## src/rtl/dynamic_noise_gate.sv

```systemverilog
// Hysteretic noise gate: peak envelope, hold timer, linear attack/release gain.
// Ports: clk_i, srst_i (async high), sample_tick_i, enable_i, data_i -> data_o, gate_open_o.
module dynamic_noise_gate #(
    parameter int unsigned        DWIDTH       = 16,
    parameter logic [DWIDTH-1:0]  THRESHOLD    = 16'h0200,
    parameter logic [DWIDTH-1:0]  HYSTERESIS   = 16'h0080,
    parameter int unsigned        HOLD_SAMPLES = 2400,
    parameter int unsigned        ENV_SHIFT    = 6,
    parameter int unsigned        ATTACK_STEP  = 32,
    parameter int unsigned        RELEASE_STEP = 1
) (
    input  logic                     clk_i,
    input  logic                     srst_i,
    input  logic                     sample_tick_i,
    input  logic                     enable_i,
    input  logic signed [DWIDTH-1:0] data_i,
    output logic signed [DWIDTH-1:0] data_o,
    output logic                     gate_open_o
);

    localparam int unsigned EW = DWIDTH - 1;
    localparam int unsigned HW = (HOLD_SAMPLES > 1) ? $clog2(HOLD_SAMPLES) : 1;

    localparam logic [DWIDTH-1:0] CLOSE_LVL  = THRESHOLD - HYSTERESIS;
    localparam logic [8:0]        GAIN_UNITY = 9'd256;
    localparam logic [9:0]        ATK        = 10'(ATTACK_STEP);
    localparam logic [8:0]        REL        = 9'(RELEASE_STEP);
    localparam logic [8:0]        GAIN_FIRST =
        (ATTACK_STEP >= 256) ? GAIN_UNITY : 9'(ATTACK_STEP);
    localparam logic [HW-1:0]     HOLD_LOAD  = HW'(HOLD_SAMPLES - 1);

    typedef enum logic [2:0] {
        ST_CLOSED,
        ST_ATTACK,
        ST_OPEN,
        ST_HOLD,
        ST_RELEASE
    } state_t;

    // Stage 0 (tick cycle): sample, enable and envelope capture
    logic [DWIDTH-1:0] smp_q, smp_d;
    logic              en_q, en_d;
    logic [EW-1:0]     env_q, env_d;
    logic              upd_q, upd_d;
    // Stage 1: FSM / gain / hold counter
    state_t            state_q, state_d;
    logic [8:0]        gain_q, gain_d;
    logic [HW-1:0]     hold_q, hold_d;
    logic              gate_q, gate_d;
    logic              out_q, out_d;
    // Stage 2: scaled output
    logic [DWIDTH-1:0] dout_q, dout_d;

    logic [DWIDTH-1:0]        neg;
    logic [EW-1:0]            abs_v;
    logic [EW-1:0]            env_dec;
    logic                     env_ge_thr;
    logic                     env_lt_close;
    logic [9:0]               gain_up;
    logic [8:0]               gain_sat;
    logic [8:0]               gain_dn;
    logic signed [DWIDTH+9:0] prod;

    // |data_i| in DWIDTH-1 bits; the most negative code saturates to all ones
    always_comb begin
        neg = -data_i;
        if (!data_i[DWIDTH-1]) begin
            abs_v = EW'(data_i);
        end else if (data_i[DWIDTH-2:0] == '0) begin
            abs_v = '1;
        end else begin
            abs_v = EW'(neg);
        end
    end

    always_comb begin
        env_dec = env_q - (env_q >> ENV_SHIFT);
        smp_d   = smp_q;
        en_d    = en_q;
        env_d   = env_q;
        upd_d   = sample_tick_i;
        if (sample_tick_i) begin
            smp_d = data_i;
            en_d  = enable_i;
            env_d = (abs_v > env_q) ? abs_v : env_dec;
        end
    end

    always_comb begin
        env_ge_thr   = {1'b0, env_q} >= THRESHOLD;
        env_lt_close = {1'b0, env_q} < CLOSE_LVL;
        gain_up      = {1'b0, gain_q} + ATK;
        gain_sat     = (gain_up >= 10'd256) ? GAIN_UNITY : gain_up[8:0];
        gain_dn      = (gain_q <= REL) ? 9'd0 : gain_q - REL;
    end

    // Gain state machine, evaluated the cycle after a tick so it sees the
    // freshly updated envelope
    always_comb begin
        state_d = state_q;
        gain_d  = gain_q;
        hold_d  = hold_q;
        out_d   = upd_q;
        if (upd_q) begin
            if (!en_q) begin
                state_d = ST_OPEN;
                gain_d  = GAIN_UNITY;
                hold_d  = '0;
            end else begin
                unique case (state_q)
                    ST_CLOSED: begin
                        gain_d = 9'd0;
                        if (env_ge_thr) begin
                            // first attack step lands on the opening tick
                            gain_d  = GAIN_FIRST;
                            state_d = (GAIN_FIRST == GAIN_UNITY) ?
                                      ST_OPEN : ST_ATTACK;
                        end
                    end
                    ST_ATTACK: begin
                        gain_d = gain_sat;
                        if (gain_sat == GAIN_UNITY) begin
                            state_d = ST_OPEN;
                        end
                    end
                    ST_OPEN: begin
                        gain_d = GAIN_UNITY;
                        if (env_lt_close) begin
                            state_d = ST_HOLD;
                            hold_d  = HOLD_LOAD;
                        end
                    end
                    ST_HOLD: begin
                        gain_d = GAIN_UNITY;
                        if (env_ge_thr) begin
                            state_d = ST_OPEN;
                        end else if (hold_q == '0) begin
                            state_d = ST_RELEASE;
                        end else begin
                            hold_d = hold_q - HW'(1);
                        end
                    end
                    ST_RELEASE: begin
                        if (env_ge_thr) begin
                            // ramp back up from the current gain
                            state_d = ST_ATTACK;
                        end else begin
                            gain_d = gain_dn;
                            if (gain_dn == 9'd0) begin
                                state_d = ST_CLOSED;
                            end
                        end
                    end
                    default: begin
                        state_d = ST_CLOSED;
                        gain_d  = 9'd0;
                        hold_d  = '0;
                    end
                endcase
            end
        end
        gate_d = (state_d != ST_CLOSED);
    end

    // Signed sample times zero-extended gain; arithmetic shift floors
    always_comb begin
        prod   = $signed(smp_q) * $signed({1'b0, gain_q});
        dout_d = out_q ? DWIDTH'(prod >>> 8) : dout_q;
    end

    always_ff @(posedge clk_i or posedge srst_i) begin
        if (srst_i) begin
            smp_q   <= '0;
            en_q    <= 1'b0;
            env_q   <= '0;
            upd_q   <= 1'b0;
            state_q <= ST_CLOSED;
            gain_q  <= 9'd0;
            hold_q  <= '0;
            gate_q  <= 1'b0;
            out_q   <= 1'b0;
            dout_q  <= '0;
        end else begin
            smp_q   <= smp_d;
            en_q    <= en_d;
            env_q   <= env_d;
            upd_q   <= upd_d;
            state_q <= state_d;
            gain_q  <= gain_d;
            hold_q  <= hold_d;
            gate_q  <= gate_d;
            out_q   <= out_d;
            dout_q  <= dout_d;
        end
    end

    assign data_o      = dout_q;
    assign gate_open_o = gate_q;

endmodule

```

## config.mk

```make
export PLATFORM = sky130hd
export DESIGN_NAME = dynamic_noise_gate
export DESIGN_NICKNAME = d
export VERILOG_FILES = /design/src/rtl/dynamic_noise_gate.sv
export SDC_FILE = /design/constraint.sdc
export NUM_CORES = 1
export LEC_CHECK = 0
export CAP_MARGIN = 20
export CORE_MARGIN = 3
export CORE_UTILIZATION = 45
export CTS_BUF_LIST = sky130_fd_sc_hd__clkbuf_16
export CTS_CLUSTER_SIZE = 10
export DETAILED_ROUTE_END_ITERATION = 12
export DONT_BUFFER_PORTS = 1
export PLACE_DENSITY_LB_ADDON = 0.3
export SYNTH_ARGS = -nofsm -noshare
export SYNTH_HDL_FRONTEND = slang
export SYNTH_SLANG_ARGS = --single-unit
```

## constraint.sdc

```tcl
create_clock -name clk_i -period 6.35 [get_ports clk_i]
set_clock_uncertainty 0.2 [all_clocks]
set_input_delay 0.635 -clock clk_i [delete_from_list [all_inputs] [get_ports clk_i]]
set_output_delay 0.635 -clock clk_i [all_outputs]
set_load 0.01 [all_outputs]
```

==> reports/results.ini <==
[synth]
synth_edf_count = 0
yosysSeqAreaShare = 0.1953
synthAdderAreaFrac = 0.3438
async_flop_share = 1.000
avgSynthCellArea_um2 = 8.889
synth_nets = 1296
syn-instance-count = 1081
syn-cell-area_mm2 = 0.009609
yosys.area_share.simple = 0.1971
synth.distinct_cells = 68
muxShareOfSynthArea = 0.03789
synth_ff_type = dfrtp_1
synth_xor_area_frac = 0.03008
synth_warnings = 0
ys_seq_elements = 75
synth_compound_gate_area_share = 0.1137
synth_top_family_by_area = adder cells

[clocking]
ctsResizeCount = 0
postCtsSetupBuffers = 0
ctsLongestPathBuffers = 2
clk-insertion-delay-late_ps = 350
clk_pin_slew_worst_paths_ps = 70
hold_buffers = 0
cts_tree = done
h-tree-depth = 3
numClockSinks = 75
cts_buffers = 9
root_buffer = clkbuf_16

[timing]
fin_crit_ps = 5939
drv_slew = 0
setup_violations = 0
rsz0062_at_grt = no
fin_tns_setup_ps = 0
worstMarginPinSlew_ps = 991.7
finalCritPeriodShare = 0.9353
clock.fmax_mhz = 168.4
slew_headroom = 0.3389
hold_ws_ps = 126.9
hold_viol = 0

[detailed_routing]
vias = 7124
drt-pass1-iter-count = 5
wl_per_cell_um = 15.73
ant_nets = 0
routed_wl_um = 20790
vias_per_cell = 5.389
route.detailed.drc = 0
drtIter0Drc = 407

[pwr]
peakVddDrop_v = 0.0003189
power.leakage_uw = 0.004999
power.density_mw_per_mm2 = 214.8
fin_total_pwr_uw = 2167

[status]
outcome = complete, no violations

[global_routing]
grt_start_max_net_pins = 76
grt_overflow = 0
grt_pass1_vias = 7154
grt_pass1_wl_um = 35930
antenna_found_initial = 0
grt_use_total = 0.1860

[placement]
hpwl_um = 16210
port_buffers = 0
routabilityCongestion = 0.8596

[worst_setup_path]
crit_fanout = 21
critPathKind = reg -> reg
cp-end-kind = register
start_kind = register
cp.required_ps = 6380
cp.arrival_ps = 5970

[final_layout]
layout-drive-gt1-share = 0.05418
area_delta_synth_final_pct = 4.961
nNetsFinal = 1262
diodes = 0
fin_util = 0.4890

[worst_hold_path]
min_path_type = in -> reg

[die]
die_h_um = 152.1
ioPinCount = 37
die_x_um = 152.1
die_area_mm2 = 0.02314
coreArea_mm2 = 0.02062
start_util = 0.4659
rows = 52

[flow_run]
drv_cap = 0

-- final timing paths --
check | to | from | slack (ps) | depth (start not counted)
worst max-delay path | data_o[10] | gain_q[6] | 410 | 17
worst min-delay path | out_d | sample_tick_i | 130 | 0
worst max register to register | data_o[10] | gain_q[6] | 410 | 17
worst min register to register | env_q[1] | env_q[1] | 340 | 2
max in group asynchronous | data_o[0] | srst_i | 5040 | 2
min in group asynchronous | en_q | srst_i | 280 | 2
-- cell type report --
cell class | instances | area, um2
fill | 1941 | 10540
tap | 270 | 337.8
timing repair buffer | 5 | 37.54
clock inverter | 7 | 75.07
sequential | 75 | 1877
multi-input combinational | 799 | 6943
inverter | 157 | 590.6
clock buffer | 9 | 225.2
-- state kept, by name (all words and copies together) (netlist names) --
register	flops
gate_open_o	1
data_o	16
hold_q	12
out_q	1
gain_q	9
out_d	1
smp_q	16
state_q	3
en_q	1
env_q	15
-- synth_stat cells, types with 3 or more instances --
| cell type | n | area, um2 |
|---|---|---|
| nand4_1 | 9 | 56.30 |
| nand3_1 | 16 | 80.08 |
| clkbuf_1 | 38 | 142.6 |
| o41ai_1 | 4 | 35.03 |
| mux2_2 | 26 | 292.8 |
| xor2_1 | 8 | 70.07 |
| o31ai_1 | 6 | 45.04 |
| nor4_1 | 5 | 31.28 |
| nor3b_1 | 4 | 30.03 |
| o21a_1 | 14 | 105.1 |
| a21boi_1 | 4 | 30.03 |
| o221ai_1 | 3 | 26.28 |
| and2_1 | 77 | 481.7 |
| nand2_1 | 130 | 488.0 |
| ha_1 | 80 | 1001 |
| nor2b_1 | 13 | 81.33 |
| a21oi_1 | 40 | 200.2 |
| buf_1 | 7 | 26.28 |
| inv_1 | 157 | 589.3 |
| and3_1 | 3 | 18.77 |
| o21bai_1 | 3 | 22.52 |
| nand2b_1 | 3 | 18.77 |
| a21o_1 | 5 | 37.54 |
| dfrtp_1 | 75 | 1877 |
| nor4b_1 | 3 | 26.28 |
| nor2_1 | 51 | 191.4 |
| o311ai_1 | 3 | 26.28 |
| o21ai_0 | 14 | 70.07 |
| o22ai_1 | 3 | 18.77 |
| or3_1 | 16 | 100.1 |
| fa_1 | 115 | 2302 |
| buf_2 | 4 | 20.02 |
| a31oi_1 | 13 | 81.33 |
| nor3_1 | 17 | 85.08 |
| o21ai_1 | 39 | 195.2 |
| mux2i_1 | 6 | 60.06 |
| xnor2_1 | 25 | 219.0 |
-- layer usage --
| layer | wire [um] | track usage | up-vias |
|---|---|---|---|
| met5 | 0 | 0 | - |
| met4 | 241 | 0.04452 | 0 |
| met3 | 1009 | 0.04005 | 15 |
| met2 | 9451 | 0.2942 | 132 |
| met1 | 10090 | 0.2631 | 3503 |
| li1 | - | - | 3474 |
-- cell families after synthesis --
logic type	count (synthesis)
xor gates and xnor gates	33
and+or+nand+nor	365
DFF	75
buffers and inverters	207
muxes	33
adders and majority gates	195
AOI/OAI and AO/OA	173
-- layout by cell type (no fill, tap or decap), drive strengths merged, types with 3 or more instances in the layout --
cell and instances:
clkbuf 9, nand3 16, and3 3, a21o 5, ha 80, a21oi 40
nand2 130, nor4 7, o21bai 3, inv 160, o221ai 3, a31oi 13
o21ai 53, nand2b 3, nor3 19, and2 77, nand4b 3, o31ai 7
o21a 14, mux2i 6, o311ai 4, or3 16, nor4b 3, nor2 51
nor2b 13, o22ai 3, o41ai 4, mux2 27, nor3b 6, fa 115
buf 5, a21boi 4, dfrtp 75, xnor2 25, nand4 9, xor2 8
-- power breakdown --
part | switching, uW | total [uW] | internal [uW]
combinational | 512 | 934 | 422
clock | 229 | 536 | 307
sequential | 126 | 696 | 570
total | 867 | 2170 | 1300
-- worst max-delay path, cell delays in order, from the launching register on --
cell,delay (ps)
dfrtp_1,770
nand2_1,170
fa_1,570
inv_1,50
fa_1,460
fa_1,510
fa_1,540
inv_1,50
fa_1,520
inv_1,40
ha_1,340
nand4_1,150
o31ai_2,330
o21a_1,210
o21ai_1,100
a21boi_1,220
mux2_1,340
a221o_1,250
-- metrics by stage --
step / instances / instance area (um2) / setup slack [ps]
6_report: 1322 / 10090 / 410.7
3_5_place_dp: 1306 / 9786 / 431.6
4_1_cts: 1322 / 10090 / 412.7
2_1_floorplan: 1081 / 9609 / 408.9
5_1_grt: 1322 / 10090 / 58.46
3_3_place_gp: 1306 / 9786 / 524.7
Note: power is estimated with default switching activity, not from simulation.
